`config.mk`:
```
export PLATFORM = sky130hd
export DESIGN_NAME = fg_sample_sequencer_flat
export DESIGN_NICKNAME = d
export VERILOG_FILES = /design/src/rtl/fg_sample_sequencer_if.sv /design/src/rtl/fg_sample_sequencer.sv /design/src/flat_wrapper.sv
export SDC_FILE = /design/constraint.sdc
export NUM_CORES = 1
export LEC_CHECK = 0
export ABC_AREA = 1
export CORE_ASPECT_RATIO = 1.2
export CORE_UTILIZATION = 35
export CTS_CLUSTER_DIAMETER = 200
export DETAILED_ROUTE_END_ITERATION = 10
export GPL_TIMING_DRIVEN = 0
export HOLD_SLACK_MARGIN = 0.02
export PLACE_DENSITY = 0.65
export REMOVE_ABC_BUFFERS = 1
export SYNTH_ARGS = -nofsm -noshare
export SYNTH_HDL_FRONTEND = slang
export SYNTH_SLANG_ARGS = --single-unit
export TNS_END_PERCENT = 5
```
`constraint.sdc`:
```
create_clock -name Fg_clk -period 2.45 [get_ports Fg_clk]
set_input_delay 0.49 -clock Fg_clk [delete_from_list [all_inputs] [get_ports Fg_clk]]
set_output_delay 0.49 -clock Fg_clk [all_outputs]
set_load 0.005 [all_outputs]
```
`src/rtl/fg_sample_sequencer_if.sv`:
```
// rtl/fg_sample_sequencer_if.sv - waveform RAM read port and interpolator-facing sample bus
interface fg_sample_sequencer_if #(
  parameter int ADDR_W = 10,
  parameter int DATA_W = 32
);
  logic [ADDR_W-1:0] Rd_addr;
  logic [DATA_W-1:0] Rd_data;
  logic [DATA_W-1:0] Out1;
  logic [DATA_W-1:0] Out2;
  logic              Enable;
  logic [2:0]        Mode_q;
  logic              Sync;

  modport master (
    output Rd_addr,
    input  Rd_data,
    output Out1,
    output Out2,
    output Enable,
    output Mode_q,
    output Sync
  );

  modport slave (
    input  Rd_addr,
    output Rd_data,
    input  Out1,
    input  Out2,
    input  Enable,
    input  Mode_q,
    input  Sync
  );
endinterface

```
`src/rtl/fg_sample_sequencer.sv`:
```
// rtl/fg_sample_sequencer.sv - walks the waveform table and feeds adjacent sample pairs to the interpolator
module fg_sample_sequencer #(
  parameter int ADDR_W = 10,
  parameter int DATA_W = 32
) (
  input  logic                  Fg_clk,
  input  logic                  Resetn,
  input  logic                  Run,
  input  logic [2:0]            Mode,
  input  logic [ADDR_W-1:0]     Len,
  fg_sample_sequencer_if.master bus
);

  typedef enum logic [1:0] {IDLE, PRIME, FILL, RUN} state_t;

  localparam logic [ADDR_W-1:0] ADDR_ONE = 1;

  state_t            state_q, state_d;
  logic [ADDR_W-1:0] ptr_q, ptr_d;
  logic [ADDR_W-1:0] len_q, len_d;
  logic [ADDR_W-1:0] ptr_wrap;
  logic [13:0]       cnt_q, cnt_d;
  logic [13:0]       cnt_last;
  logic              first_q, first_d;
  logic [DATA_W-1:0] out1_q, out1_d;
  logic [DATA_W-1:0] out2_q, out2_d;
  logic              enable_q, enable_d;
  logic              sync_q, sync_d;
  logic [2:0]        mode_q, mode_d;
  logic              advance;

  // Len=0 makes len_q-1 all ones, so the pointer covers the full table.
  assign ptr_wrap = (ptr_q == len_q - ADDR_ONE) ? '0 : ptr_q + ADDR_ONE;

  always_comb begin
    cnt_last = 14'd0;
    case (mode_q)
      3'd1:    cnt_last = 14'd9;
      3'd2:    cnt_last = 14'd99;
      3'd3:    cnt_last = 14'd999;
      3'd4:    cnt_last = 14'd9999;
      default: cnt_last = 14'd0;
    endcase
  end

  always_comb begin
    state_d  = state_q;
    ptr_d    = ptr_q;
    len_d    = len_q;
    cnt_d    = cnt_q;
    first_d  = first_q;
    out1_d   = out1_q;
    out2_d   = out2_q;
    enable_d = 1'b0;
    sync_d   = 1'b0;
    mode_d   = mode_q;
    advance  = 1'b0;

    if (state_q != IDLE && !Run) begin
      state_d = IDLE;
      ptr_d   = '0;
      cnt_d   = '0;
      first_d = 1'b0;
    end else begin
      case (state_q)
        IDLE: begin
          ptr_d = '0;
          cnt_d = '0;
          if (Run) begin
            mode_d  = Mode;
            len_d   = Len;
            state_d = PRIME;
          end
        end
        PRIME: begin
          out1_d  = bus.Rd_data;
          first_d = 1'b1;
          ptr_d   = ptr_wrap;
          state_d = FILL;
        end
        FILL: begin
          advance = 1'b1;
          cnt_d   = '0;
          state_d = RUN;
        end
        RUN: begin
          if (cnt_q == cnt_last) begin
            advance = 1'b1;
            cnt_d   = '0;
            mode_d  = Mode;
          end else begin
            cnt_d = cnt_q + 14'd1;
          end
        end
      endcase
    end

    if (advance) begin
      out2_d   = out1_q;
      out1_d   = bus.Rd_data;
      first_d  = (ptr_q == '0);
      sync_d   = first_q;
      ptr_d    = ptr_wrap;
      enable_d = 1'b1;
    end
  end

  // Addressing the RAM with the next pointer keeps Rd_data == mem[ptr_q] every cycle.
  assign bus.Rd_addr = ptr_d;
  assign bus.Out1    = out1_q;
  assign bus.Out2    = out2_q;
  assign bus.Enable  = enable_q;
  assign bus.Sync    = sync_q;
  assign bus.Mode_q  = mode_q;

  always_ff @(posedge Fg_clk or negedge Resetn) begin
    if (!Resetn) begin
      state_q  <= IDLE;
      ptr_q    <= '0;
      len_q    <= '0;
      cnt_q    <= '0;
      first_q  <= 1'b0;
      out1_q   <= '0;
      out2_q   <= '0;
      enable_q <= 1'b0;
      sync_q   <= 1'b0;
      mode_q   <= '0;
    end else begin
      state_q  <= state_d;
      ptr_q    <= ptr_d;
      len_q    <= len_d;
      cnt_q    <= cnt_d;
      first_q  <= first_d;
      out1_q   <= out1_d;
      out2_q   <= out2_d;
      enable_q <= enable_d;
      sync_q   <= sync_d;
      mode_q   <= mode_d;
    end
  end

endmodule

```
`src/flat_wrapper.sv`:
```
// flat-port wrapper written by rule: the top's interface ports become plain ports
module fg_sample_sequencer_flat 
#(
  parameter int ADDR_W = 10,
  parameter int DATA_W = 32
)
  (Fg_clk, Resetn, Run, Mode, Len, bus_Rd_addr, bus_Rd_data, bus_Out1, bus_Out2, bus_Enable, bus_Mode_q, bus_Sync);
  fg_sample_sequencer_if #(.ADDR_W(ADDR_W), .DATA_W(DATA_W)) bus_i ();
  input  logic Fg_clk;
  input  logic Resetn;
  input  logic Run;
  input  logic [2:0] Mode;
  input  logic [ADDR_W-1:0] Len;
  output wire logic [$bits(bus_i.Rd_addr)-1:0] bus_Rd_addr;
  input wire logic [$bits(bus_i.Rd_data)-1:0] bus_Rd_data;
  output wire logic [$bits(bus_i.Out1)-1:0] bus_Out1;
  output wire logic [$bits(bus_i.Out2)-1:0] bus_Out2;
  output wire logic [$bits(bus_i.Enable)-1:0] bus_Enable;
  output wire logic [$bits(bus_i.Mode_q)-1:0] bus_Mode_q;
  output wire logic [$bits(bus_i.Sync)-1:0] bus_Sync;
  assign bus_Rd_addr = bus_i.Rd_addr;
  assign bus_i.Rd_data = bus_Rd_data;
  assign bus_Out1 = bus_i.Out1;
  assign bus_Out2 = bus_i.Out2;
  assign bus_Enable = bus_i.Enable;
  assign bus_Mode_q = bus_i.Mode_q;
  assign bus_Sync = bus_i.Sync;
  fg_sample_sequencer #(.ADDR_W(ADDR_W), .DATA_W(DATA_W)) u_core (.Fg_clk(Fg_clk), .Resetn(Resetn), .Run(Run), .Mode(Mode), .Len(Len), .bus(bus_i));
endmodule
```
; Yosys cells after proc, flatten, opt, wreduce, memory -nomap -nowiden
; Index checks and enable logic that the tools add are counted.
[op_classes]
addsub = 3
multipliers = 0
div_mod_pow = 0
magnitude_cmp = 0
eq_ne = 13
shifts = 0
n_mux = 25
bitwise_logic = 1
reduce_logical = 15
[op_table]
columns = cell, n
row1 = $mux W32, 3
row2 = $pmux W14 S4, 1
row3 = $mux W10, 3
row4 = $mux W14, 2
row5 = $pmux W14 S2, 1
row6 = $pmux W10 S2, 1
row7 = $add A14 B1 Y14 const B, 1
row8 = $eq A14 B14 Y1, 1
row9 = $add A10 B1 Y10 const B, 1
row10 = $eq A10 B10 Y1, 1
row11 = $logic_not A10 Y1, 1
row12 = $sub A10 B1 Y10 const B, 1
row13 = $mux W1, 7
row14 = $eq A3 B2 Y1 const B, 2
row15 = $mux W3, 2
row16 = $pmux W2 S3, 1
row17 = $pmux W3 S2, 1
row18 = $reduce_bool A2 Y1, 3
row19 = $reduce_bool A3 Y1, 2
row20 = $eq A2 B2 Y1 const B, 2
row21 = $mux W2, 2
row22 = $ne A2 B1 Y1 const B, 2
row23 = $reduce_and A2 Y1, 2
row24 = $reduce_and A4 Y1, 1
row25 = other kinds (13), 13
[totals]
regBits = 106
latchBits = 0
ram_bits = 0
mem_bits_ro = 0
in_bits = 48
output_inout_bits = 79
wordCells = 67
mem_count = 0

; Logic depth before layout (Yosys ltp)
[depth]
ltp_word = 8
mapped_depth = 16
ltp_nobuf = 15

; Worst setup path before layout
; No wires, ideal clock.
[synth_path]
kind = register to output
start = reg u_core.len_q[0]
end = out bus_Rd_addr[0]
arrival_time_ns = 1.670
required_ns = 1.960
slack_ns = 0.290
path_stages_with_launch = 14
path_buffers = 1
cell_sequence = dfrtp_1 -> inv_2 -> ha_1 -> nand2_1 -> nor2_1 -> nand2_1 -> nand2_1 -> nor2_1 -> nand3_1 -> nor2_1 -> nand3_1 -> clkbuf_1 -> nand4_1 -> nand2_1
[synth_via]
elab_chain_cells = 6
[synth_lines]
columns = element, line_no
row1 = "start, declared", fg_sample_sequencer.sv:20  ; logic [ADDR_W-1:0] len_q, len_d;
row2 = "start signal, assigned", fg_sample_sequencer.sv:131  ; len_q <= len_d;
row3 = $sub A10 B1 Y10 *, fg_sample_sequencer.sv:33  ; assign ptr_wrap = (ptr_q == len_q - ADDR_ONE) ? '0 : ptr_q + ADDR_ONE;
row4 = $eq A10 B10 Y1 *, fg_sample_sequencer.sv:33
row5 = $mux W10 *, fg_sample_sequencer.sv:33
row6 = $pmux W10 S2, fg_sample_sequencer.sv:65  ; case (state_q)
row7 = $mux W10, fg_sample_sequencer.sv:59  ; if (state_q != IDLE && !Run) begin
row8 = $mux W10 *, fg_sample_sequencer.sv:98  ; if (advance) begin
row9 = "end, declared", flat_wrapper.sv:14  ; output wire logic [$bits(bus_i.Rd_addr)-1:0] bus_Rd_addr;
; Every way passes the cells marked *; elsewhere a longest branch is shown, timed or not.

; Worst setup path in the final report
[layout_path]
start = reg u_core.len_q[1]
end = out bus_Rd_addr[9]
; Same word-level chain as after synthesis.

==> flow_summary.yaml <==
status:
  status: "finished, violations left"
  violations: "setup timing"
setup_path:
  crit_path_max_fanout: 4
  end_kind: "output port"
  critPathKind: "reg2out"
  cp.arrival_ns: 2.42
  r2r_end: "u_core.bus.Out2[9]"
  r2r_start: "u_core.bus.Mode_q[1]"
  reg2regPathDepth: 11
  cp-start-kind: "register"
  crit_required_ns: 1.96
  r2r_slack_ns: 0.03
floorplanning:
  fp-row-count: 48
  die_area_um2: 15600
  start_util: 0.363
  ioPinCount: 127
  die_h_um: 137
  design.core.area_um2: 14600
  die_width_um: 114
logic_synthesis:
  synth_top_area_cell: "dfrtp_1"
  synth.most_common_cell: "nand2_1"
  synthTopCellsByCount: "274 x nand2_1, 106 x dfrtp_1, 78 x nand3_1"
  synth.distinct_cells: 28
  ys_async_sr_fraction: 1.00
  synth-main-ff-cell: "dfrtp_1"
  synth-seq-area-share: 0.501
  synth_area_um2: 5300
  synth_edf_count: 0
  netlist_instances: 675
  synth_area_leaders: "dfrtp_1 50%, nand2_1 19%, nand3_1 7.4%"
  synth.top_cell.area_share: 0.501
  ys_ff_latch: 106
  ys_warn_count: 0
  synth.avg_cell_area_um2: 7.85
finish:
  drive_gt1_frac: 0.112
  fin_util: 0.501
  final_net_count: 859
  nFillCells: 1455
  final_area_um2: 7320
  area_growth_pct: 38.2
  diodes: 0
clock_tree:
  cts_root_buffer: "clkbuf_16"
  clkSlewWorstSetupHoldPaths_ns: 0.08
  cts_buffers: 9
  clk_latency_ns: 0.35
  cts_tree: "done"
  clock_sinks: 106
  cts-htree-levels: 3
  cts.path.max_buffers: 2
power:
  switchingPower_mw: 3.51
  power_frac_seq: 0.341
  clock_power_share: 0.179
  vdd_drop_max_mv: 0.464
  intPower_mw: 5.06
  swShare: 0.409
  combPwrFrac: 0.479
  p_per_area_nw_per_um2: 1170
  total_power_mw: 8.57
  p_leak_nw: 3.52
drt:
  postRouteWirelength_mm: 14.1
  antenna_left: 0
  drtIter0Drc: 256
  wl_per_cell_um: 14.0
  drc: 0
  dr.pass1.iters: 4
  vias: 4805
  vias_per_cell: 4.77
grt:
  grt_pass1_wl_mm: 22.7
  grt_max_degree: 59
  grt_pass1_vias: 4667
  grt_use_total: 0.185
  grt_antenna_before_repair: 0
  grt-ovfl-total: 0
timing:
  timing.final.crit_share: 1.19
  fin_tns_setup_ns: -4.37
  rsz0062_at_grt: "yes"
  slew_viol_final: 0
  max_freq_ghz: 0.344
  setup_slack_ns: -0.461
  fin_skew_ns: 0.0101
  fin_crit_ns: 2.91
  tightest_slew_ns: 0.665
  relSlewSlack: 0.555
  setup_viol: 10
  hold_viol_final: 0
place:
  dpl_cell_area_um2: 6720
  port_buffers: 126
  gp_congestion: 0.784
  dpl_worst_slack_ns: -1.06
  dp_hpwl_mm: 9.19
job:
  cap_violations: 0
worst_hold_path:
  hold_path.class: "in2async"
==> metrics by stage <==
stage                     hold WS (ns)  instances
after floorplan                  0.194        649
after global placement           0.461        975
after detailed placement         0.464        977
after CTS                        0.188       1004
after global routing             0.215       1007
final                            0.162       1007
==> registers in the layout, summed over array words and instances (netlist names) <==
register           cells
u_core.len_q          10
u_core.bus.Out2       32
u_core.bus.Out1       32
u_core.first_q         1
u_core.bus.Mode_q      3
u_core.ptr_q          10
u_core.bus.Sync        1
u_core.state_q         2
u_core.cnt_q          14
u_core.bus.Enable      1
==> power groups by stage <==
| stage | Clock, mW | Combinational [mW] | Sequential [mW] |
|---|---|---|---|
| after global placement | 0 | 3.83 | 2.92 |
| after CTS | 1.60 | 4.07 | 2.91 |
| after floorplan | 0 | 1.97 | 2.91 |
| after global routing | 1.65 | 4.59 | 3.02 |
| after detailed placement | 0 | 3.90 | 2.92 |
| final | 1.54 | 4.11 | 2.92 |
==> layout make-up <==
type / count / area (µm²) / share of cell area
Clock buffer: 9 / 225 / 0.0308
Sequential cell: 106 / 2660 / 0.363
Multi-Input combinational cell: 499 / 2530 / 0.346
Inverter: 46 / 185 / 0.0253
Clock inverter: 7 / 86.3 / 0.0118
Timing Repair Buffer: 140 / 1390 / 0.189
Tap cell: 200 / 250 / 0.0342
==> worst max-delay path by stage <==
stage	endpoint	start	slack, ns
after detailed placement	bus_Rd_addr[1]	Run	-1.06
after global routing	bus_Rd_addr[6]	u_core.len_q[1]	-0.61
after global placement	u_core.len_q[7]	Resetn	-3.42
final	bus_Rd_addr[9]	u_core.len_q[1]	-0.46
after CTS	bus_Rd_addr[0]	u_core.len_q[0]	-0.54
after floorplan	bus_Rd_addr[1]	u_core.state_q[1]	-0.14
==> per-layer routing <==
metal | vias up | global-route usage | part of all wire
met5 | - | 0 | 0
met4 | 0 | 0.0895 | 0.031
met3 | 25 | 0.0279 | 0.035
met2 | 108 | 0.316 | 0.50
met1 | 2253 | 0.228 | 0.43
li1 | 2419 | - | -
==> cell usage in the layout, fill, tap and decap left out, types with 2 or more instances in the layout <==
cell	n
a21oi_1	6
buf_12	2
buf_2	10
buf_4	5
buf_6	7
clkbuf_16	9
clkdlybuf4s50_1	115
clkinv_4	3
dfrtp_1	103
dfrtp_2	3
ha_1	7
inv_1	38
inv_2	4
inv_4	3
inv_8	3
mux2_2	5
nand2_1	267
nand2_2	7
nand2_4	3
nand3_1	73
nand3_2	4
nand3_4	4
nand4_1	21
nor2_1	36
nor2_2	4
nor2_4	6
nor3_1	6
nor4_1	2
o21ai_0	12
o21ai_1	2
o22ai_1	9
xnor2_1	4
xor2_1	16
==> critical path: stages (launching register included) <==
cell and delay [ns]:
dfrtp_1 0.39, inv_2 0.07, ha_4 0.27, inv_2 0.02, nand2_1 0.04, nand2_1 0.05
nor2_2 0.09, nand2_1 0.07, nor2_1 0.11, nand3_2 0.10, nor2_4 0.17, buf_6 0.13
nand3_4 0.09, buf_6 0.15, nand4_1 0.10, nand2_2 0.08, buf_2 0.13
==> timing repair <==
| item | CTS | global route |
|---|---|---|
| pin swaps | 15 | 20 |
| setup endpoints to repair | 80 | 78 |
| setup buffers | 9 | 3 |
| endpoints found under the hold margin | 0 | 0 |
| resized for setup | 71 | 26 |
| hold buffers | 0 | 0 |
| gates cloned | 2 | 0 |
==> kinds of logic after synthesis <==
family          after synthesis  synth area share
buf+inv                      72            0.0586
mux                           5            0.0106
compound gates               29            0.0295
simple gates                433             0.344
fa+ha+maj                     9            0.0213
xor+xnor                     21            0.0347
flops                       106             0.501
No activity file was read; power rests on OpenSTA's default activity.
